<file path="src/rtl/im_loader.sv">
// im_loader: boot loader that parses a framed byte stream into 32-bit words for
// the instruction memory, then releases the CPU's reset once the checksum verifies.
`default_nettype none

module im_loader #(
  parameter int ADDR_BITS = 11
) (
  input  logic                 clk,
  input  logic                 rst,
  input  logic                 in_valid,
  input  logic [7:0]           in_data,
  output logic                 in_ready,
  output logic                 im_we,
  output logic [ADDR_BITS-1:0] im_addr,
  output logic [31:0]          im_wdata,
  output logic                 cpu_rst,
  output logic                 busy,
  output logic                 done,
  output logic                 error
);

  typedef enum logic [2:0] {
    S_LEN_LO = 3'd0,
    S_LEN_HI = 3'd1,
    S_DATA   = 3'd2,
    S_CHK    = 3'd3,
    S_DONE   = 3'd4,
    S_ERR    = 3'd5
  } state_t;

  localparam logic [16:0] MAX_WORDS = 17'd1 << ADDR_BITS;

  state_t               state_q;
  logic [15:0]          len_q;
  logic [7:0]           sum_q;
  logic [1:0]           bcnt_q;
  logic [ADDR_BITS:0]   wcnt_q;
  logic [23:0]          asm_q;
  logic                 im_we_q;
  logic [ADDR_BITS-1:0] im_addr_q;
  logic [31:0]          im_wdata_q;
  logic                 cpu_rst_q;

  logic                 accept;
  logic [7:0]           sum_d;
  logic [15:0]          len_d;
  logic [ADDR_BITS:0]   wcnt_d;

  assign in_ready = (state_q == S_LEN_LO) || (state_q == S_LEN_HI) ||
                    (state_q == S_DATA)   || (state_q == S_CHK);
  assign busy     = (state_q == S_LEN_HI) || (state_q == S_DATA) || (state_q == S_CHK);
  assign done     = (state_q == S_DONE);
  assign error    = (state_q == S_ERR);
  assign im_we    = im_we_q;
  assign im_addr  = im_addr_q;
  assign im_wdata = im_wdata_q;
  assign cpu_rst  = cpu_rst_q;

  assign accept = in_valid & in_ready;
  assign sum_d  = sum_q + in_data;
  assign len_d  = {in_data, len_q[7:0]};
  assign wcnt_d = wcnt_q + 1'b1;

  always_ff @(posedge clk or negedge rst) begin
    if (!rst) begin
      state_q    <= S_LEN_LO;
      len_q      <= '0;
      sum_q      <= '0;
      bcnt_q     <= '0;
      wcnt_q     <= '0;
      asm_q      <= '0;
      im_we_q    <= 1'b0;
      im_addr_q  <= '0;
      im_wdata_q <= '0;
      cpu_rst_q  <= 1'b0;
    end else begin
      im_we_q <= 1'b0;
      if (state_q == S_DONE) cpu_rst_q <= 1'b1;
      if (accept) begin
        case (state_q)
          S_LEN_LO: begin
            len_q[7:0] <= in_data;
            sum_q      <= sum_d;
            state_q    <= S_LEN_HI;
          end
          S_LEN_HI: begin
            len_q[15:8] <= in_data;
            sum_q       <= sum_d;
            if ({1'b0, len_d} > MAX_WORDS) state_q <= S_ERR;
            else if (len_d == 16'd0)       state_q <= S_CHK;
            else                           state_q <= S_DATA;
          end
          S_DATA: begin
            sum_q  <= sum_d;
            bcnt_q <= bcnt_q + 2'd1;
            // Little-endian assembly: older bytes drift toward bit 0.
            asm_q  <= {in_data, asm_q[23:8]};
            if (bcnt_q == 2'd3) begin
              im_we_q    <= 1'b1;
              im_addr_q  <= wcnt_q[ADDR_BITS-1:0];
              im_wdata_q <= {in_data, asm_q};
              wcnt_q     <= wcnt_d;
              if (17'(wcnt_d) == {1'b0, len_q}) state_q <= S_CHK;
            end
          end
          S_CHK: begin
            if (sum_d == 8'd0) state_q <= S_DONE;
            else               state_q <= S_ERR;
          end
          default: ;
        endcase
      end
    end
  end

endmodule

`default_nettype wire

</file>
<file path="config.mk">
export PLATFORM = sky130hd
export DESIGN_NAME = im_loader
export DESIGN_NICKNAME = d
export VERILOG_FILES = /design/src/rtl/im_loader.sv
export SDC_FILE = /design/constraint.sdc
export NUM_CORES = 1
export LEC_CHECK = 0
export BUFFER_PORTS_ARGS = -buffer_cell sky130_fd_sc_hd__buf_2
export CAP_MARGIN = 15
export CELL_PAD_IN_SITES_DETAIL_PLACEMENT = 1
export CELL_PAD_IN_SITES_GLOBAL_PLACEMENT = 2
export CORE_ASPECT_RATIO = 0.75
export CORE_UTILIZATION = 38
export DETAILED_ROUTE_END_ITERATION = 12
export GPL_TIMING_DRIVEN = 0
export PLACE_DENSITY_LB_ADDON = 0.1
export SYNTH_ARGS = -nofsm -noshare
export SYNTH_HDL_FRONTEND = slang
export SYNTH_SLANG_ARGS = --single-unit
</file>
<file path="constraint.sdc">
create_clock -name clk -period 3.2 [get_ports clk]
set_clock_uncertainty 0.05 [all_clocks]
set_input_delay 0.48 -clock clk [delete_from_list [all_inputs] [get_ports clk]]
set_output_delay 0.48 -clock clk [all_outputs]
set_load 0.05 [all_outputs]
</file>
==> results.cfg, run 1 <==
[synthesis]
synth-xor-area-share_pct = 6.15
synth_top_area_share_pct = 55.7
synth-seq-cells = 110
syn_inst = 460
synth_edf_count = 0
synthesis.area_sq_um = 4940
synth_area_leaders = dfrtp_1, nand2_1, mux2_2
yosysTopAreaCell = dfrtp_1
synth_compound_area_share_pct = 4.66
synth.net_count = 481
ys.flop_type = dfrtp_1
async_flop_share_pct = 100
ys_types = 46
synth_adder_area_share_pct = 2.68
avgSynthCellArea_sq_um = 10.7
ys_warn_count = 0
synth_top_family_by_area = simple AND/OR/NAND/NOR gates
ys_seq_area_share_pct = 55.7
synth_mux_area_share_pct = 11.2
synth-simple-area-share_pct = 17.5

[sta]
grt_setup_unrepaired = false
relSlewSlack_pct = 53.4
hold_violations = 0
max_slew.worst_pin.slew_ps = 699
setup-violations-final = 0
fin_setup_tns_ps = 0
fmax_mhz = 343
maxSlewViolCount = 0
fin_crit_sh_pct = 91.2
period_minus_slack_ps = 2920

[min_path]
hp-class = in2async

[floorplanning]
io_pins = 60
rows = 35
fp.dieH_um = 101
die_area_sq_um = 13500
core_sq_um = 12500
die_w_um = 134
initial_utilization_pct = 39.6

[place]
place.gp.congestion = 0.801
port_buffers = 58
hpwlAfterDp_um = 8480

[global_routing]
grt_max_degree = 60
grt_overflow_total = 0
antenna_found_initial = 0
grt_pass1_vias = 3812
gr-usage-all-layers_pct = 19.5
grt_pass1_wl_um = 20200

[finish]
seqCellArea_sq_um = 2750
multi_input_area_sq_um = 2080
syn_to_final_growth_pct = 17.6
layout_commonest_cell = nand2_1
diodes = 0
nNetsFinal = 551
drive_above_1_share_pct = 26.5
fill_cells = 1413
final_cell_mix = nand2_1, dfrtp_1, buf_2

[detailed_routing]
num_vias = 3521
dr.pass1.iters = 4
via_per_inst = 5.02
drc = 0
drt-total-wl_um = 11700
wire_per_inst_um = 16.7
postRouteAntennaNets = 0
drt_iter0_markers = 125

[critical_path]
endpoint = state_q[0]$_DFFE_PN0P_
crit_chain = ha_1, fa_1, a211oi_1, nor2_1, xor2_1, or4_4, o41ai_2, nand2_1, o2bb2ai_1
path_max_fanout = 3
r2r_setup_slack_ps = 280
rr_worst_depth = 9
startpoint_type = register
r2r_start = sum_q[0]$_DFFE_PN0P_
arrival_ps = 3100
cpPeakStageDelay_ps = 520
crit_path_end_kind = register
required_ps = 3380
crit_path_top_delay_cell = or4_4
worstSetupStartpoint = sum_q[0]$_DFFE_PN0P_
r2r-end = state_q[0]$_DFFE_PN0P_
critical_path_class = reg2reg

[clock_network]
cts_tree = yes
cts_buffers = 9
cts-root-buf = clkbuf_16
clock-sinks = 110
ctsLongestPathBuffers = 2
insertion_delay_ps = 350
hold_buffers = 0
cts_max_level = 3
clk_pin_slew_worst_paths_ps = 70
cts_resized = 0
post_cts_buffers = 0

[power_and_ir_drop]
power_mw = 2.72
power_density_nw_per_um2 = 468
irDropWorstVdd_v = 0.000320
p_leak_nw = 3.13

[job]
drv_cap = 0

[run_status]
status = complete, no violations
==> per-layer routing <==
layer  share of wire (%)  vias up  track usage [%]
met5                   0        -                0
met4                 1.2        0             5.16
met3                 3.1       13             3.82
met2                  46       58             30.9
met1                  50     1779             27.4
li1                    -     1671                -
==> sequential cells by signal, indices dropped and copies added, names as in the netlist <==
register,cells
wcnt_q,12
im_wdata,32
bcnt_q,2
cpu_rst,1
asm_q,24
len_q,16
im_we,1
state_q,3
sum_q,8
im_addr,11
==> critical path, delay by kind of cell (launching register included) <==
family | cells | cell delay, ps
AND/OR/NAND/NOR | 3 | 720
AO/OA/AOI/OAI | 3 | 810
XOR/XNOR | 1 | 170
adder cells (fa/ha/maj) | 2 | 660
flip-flops | 1 | 390
==> area by class of cell <==
type	count	share of cell area [%]
multi-input combinational	327	35.9
buffer	20	1.64
clock buffer	10	4.11
timing repair buffer	59	5.51
sequential	110	47.3
clock inverter	6	1.79
tap	166	3.57
inverter	3	0.194
==> report_power, final <==
group / leakage [nW] / switching, mW / internal [mW]
clock: 0.164 / 0.538 / 0.723
combinational: 1.44 / 0.0538 / 0.0169
sequential: 1.52 / 0 / 1.39
total: 3.13 / 0.591 / 2.13
==> cells by family (layout without fill, tap and decap cells) <==
logic type	Yosys count	after routing
adder cells (fa/ha/maj)	10	10
multiplexers	49	49
XOR/XNOR	33	33
AND/OR/NAND/NOR	203	203
buffers and inverters	23	98
AO/OA/AOI/OAI	32	32
flip-flops	110	110
==> stage by stage <==
stage / cell area [sq um] / setup WS (ps) / utilization [%] / instances / hold WS (ps)
2_1_floorplan: 4940 / 481 / - / 460 / 134
3_3_place_gp: 5440 / -15.0 / 43.6 / 684 / 399
3_5_place_dp: 5470 / 24.4 / 43.8 / 685 / 401
4_1_cts: 5810 / 294 / 46.6 / 701 / 154
5_1_grt: 5810 / 96.7 / 46.6 / 701 / 175
6_report: 5810 / 281 / 46.6 / 701 / 128
==> cell usage after synthesis, types with 2 or more instances <==
cell type  number
nand4_1         3
nor4_1          3
o21bai_1        2
nand2_1       148
nor2_1         13
buf_2           9
xor2_1         11
a21oi_1         7
a211oi_1        3
clkbuf_1        8
inv_1           3
dfrtp_1       110
buf_4           2
and3_1          4
or4_1           3
nor2b_1         2
nor3_1          7
mux2_2         49
o21ai_0         7
nand3_1         7
ha_1            9
or2_2           2
nand2b_1        5
xnor2_1        21
==> worst min path at each step <==
stage	end	slack, ps
2_1_floorplan	asm_q[0]$_DFFE_PN0P_	130
5_1_grt	im_wdata[30]$_DFFE_PN0P_	180
3_5_place_dp	cpu_rst$_DFFE_PN0P_	400
6_report	im_wdata[29]$_DFFE_PN0P_	130
4_1_cts	im_wdata[30]$_DFFE_PN0P_	150
3_3_place_gp	cpu_rst$_DFFE_PN0P_	400
Power figures use the tool's default switching activity.
==> run 2, diff against run 1 <==
- CORE_ASPECT_RATIO: 0.75 -> unset
- CTS_BUF_LIST: unset -> sky130_fd_sc_hd__clkbuf_16
==> run 2 against run 1 <==
Setup slack gained 4.9 ps. Worst hold slack lost 58 ps. Sequential cell count is the same. Register-to-register slack is essentially flat. Utilization shrank 0.88 points. Via count is essentially flat. Die area is essentially flat. Global-route usage shrank 0.11 points. Final cell count grew 0.71%. Non-clock buffer count is the same. Power shrank 2.7%. Critical path type unchanged. Largest cell class unchanged. Largest power group unchanged. Highest routed layer unchanged.
==> results.cfg, run 2 (synthesis gave the netlist of run 1 again) <==
[critical_path]
rr_worst_depth = 9
critical_path_class = reg2reg
r2r_setup_slack_ps = 290
worstSetupStartpoint = sum_q[0]$_DFFE_PN0P_
cpPeakStageDelay_ps = 520
startpoint_type = register
arrival_ps = 3080
path_max_fanout = 3
r2r_start = sum_q[0]$_DFFE_PN0P_
endpoint = state_q[0]$_DFFE_PN0P_
crit_path_top_delay_cell = or4_4
required_ps = 3370
crit_chain = ha_1, fa_1, a211oi_1, nor2_1, xor2_1, or4_4, o41ai_2, nand2_1, o2bb2ai_1
crit_path_end_kind = register
r2r-end = state_q[0]$_DFFE_PN0P_

[finish]
nNetsFinal = 551
largest_register_ffs = 32
layout_commonest_cell = nand2_1
diodes = 0
fin_cells = 706
final_cell_mix = nand2_1, dfrtp_1, buf_2
drive_above_1_share_pct = 26.0
final_area_sq_um = 5790
syn_to_final_growth_pct = 17.2

[place]
hpwlAfterDp_um = 8550
place.gp.congestion = 0.828
dp.cells = 691
port_buffers = 58
placed_cell_area_sq_um = 5480

[job]
drv_cap = 0

[power_and_ir_drop]
combPwrFrac_pct = 2.6
power_density_nw_per_um2 = 457
p_int_mw = 2.09
p_leak_nw = 3.12
p_switching_uw = 557
swShare_pct = 21.0
power_frac_seq_pct = 52.5
irDropWorstVdd_v = 0.000256
power_mw = 2.65
p_clk_share_pct = 44.9

[clock_network]
hold_buffers = 0
ctsLongestPathBuffers = 2
cts-root-buf = clkbuf_16
cts_tree = yes
cts_buffers = 9
clk_pin_slew_worst_paths_ps = 70
post_cts_buffers = 0
clock-sinks = 110
cts_max_level = 3
cts_resized = 0
insertion_delay_ps = 350

[detailed_routing]
drt_iter0_markers = 147
dr.pass1.iters = 4
postRouteAntennaNets = 0
drc = 0
num_vias = 3524
via_per_inst = 4.99
wire_per_inst_um = 16.9
drt-total-wl_um = 11900

[floorplanning]
io_pins = 60
fp.dieH_um = 116
rows = 41
die_area_sq_um = 13500
die_w_um = 116
core_sq_um = 12700
initial_utilization_pct = 39.0

[global_routing]
grt_overflow_total = 0
grt_max_degree = 71
grt_pass1_vias = 3755
grt_pass1_wl_um = 19500
antenna_found_initial = 0
gr-usage-all-layers_pct = 19.4

[sta]
fmax_mhz = 343
fin_crit_sh_pct = 91.0
relSlewSlack_pct = 50.4
setup-violations-final = 0
max_slew.worst_pin.slew_ps = 742
holdWs_ps = 70.6
period_minus_slack_ps = 2910
grt_setup_unrepaired = false
hold_violations = 0
maxSlewViolCount = 0

[run_status]
status = complete, no violations

[min_path]
hp-class = in2async
run 2: area by class of cell:
type	count	area (sq um)
Buffer	20	95.1
Clock buffer	9	225
Clock inverter	6	87.6
Sequential cell	110	2750
Multi-Input combinational cell	327	2080
Fill cell	1450	6880
Inverter	3	11.3
Timing Repair Buffer	59	320
Tap cell	172	215
run 2: metrics by stage:
step / TNS (ps) / worst slack (ps) / utilization [%]
floorplan: 0 / 481 / -
global placement: 0 / 56.3 / 43.0
detailed placement: -33.4 / -33.4 / 43.2
CTS: 0 / 257 / 45.7
global route: 0 / 83.8 / 45.7
finish: 0 / 286 / 45.7
run 2: worst max-delay path, delay by kind of cell, from the launching register on:
family | cells | cell delay, ps
AO/OA/AOI/OAI | 3 | 830
XOR/XNOR | 1 | 170
adder cells (fa/ha/maj) | 2 | 640
flip-flops | 1 | 380
AND/OR/NAND/NOR | 3 | 730
run 2: power groups by stage:
stage | Combinational [mW] | Clock, mW | Sequential, mW
global route | 0.0789 | 1.27 | 1.39
CTS | 0.0729 | 1.23 | 1.39
detailed placement | 0.0729 | 0 | 1.42
global placement | 0.0663 | 0 | 1.42
finish | 0.0694 | 1.19 | 1.39
floorplan | 0.0162 | 0 | 1.42
run 2: worst min path at each step:
stage	startpoint	endpoint	slack (ps)
after global routing	rst	im_addr[2]$_DFFE_PN0P_	100
after CTS	rst	im_addr[2]$_DFFE_PN0P_	80
after floorplan	rst	asm_q[0]$_DFFE_PN0P_	130
after detailed placement	cpu_rst$_DFFE_PN0P_	cpu_rst$_DFFE_PN0P_	400
after global placement	cpu_rst$_DFFE_PN0P_	cpu_rst$_DFFE_PN0P_	400
final	rst	im_addr[2]$_DFFE_PN0P_	70
run 2: layer usage:
| layer | routed length, um | share of wire [%] | vias up | global-route usage [%] |
|---|---|---|---|---|
| met5 | 0 | 0 | - | 0 |
| met2 | 5870 | 49 | 49 | 32.6 |
| met4 | 331 | 2.8 | 0 | 8.97 |
| met1 | 5440 | 46 | 1780 | 24.7 |
| met3 | 265 | 2.2 | 21 | 2.82 |
| li1 | - | - | 1674 | - |
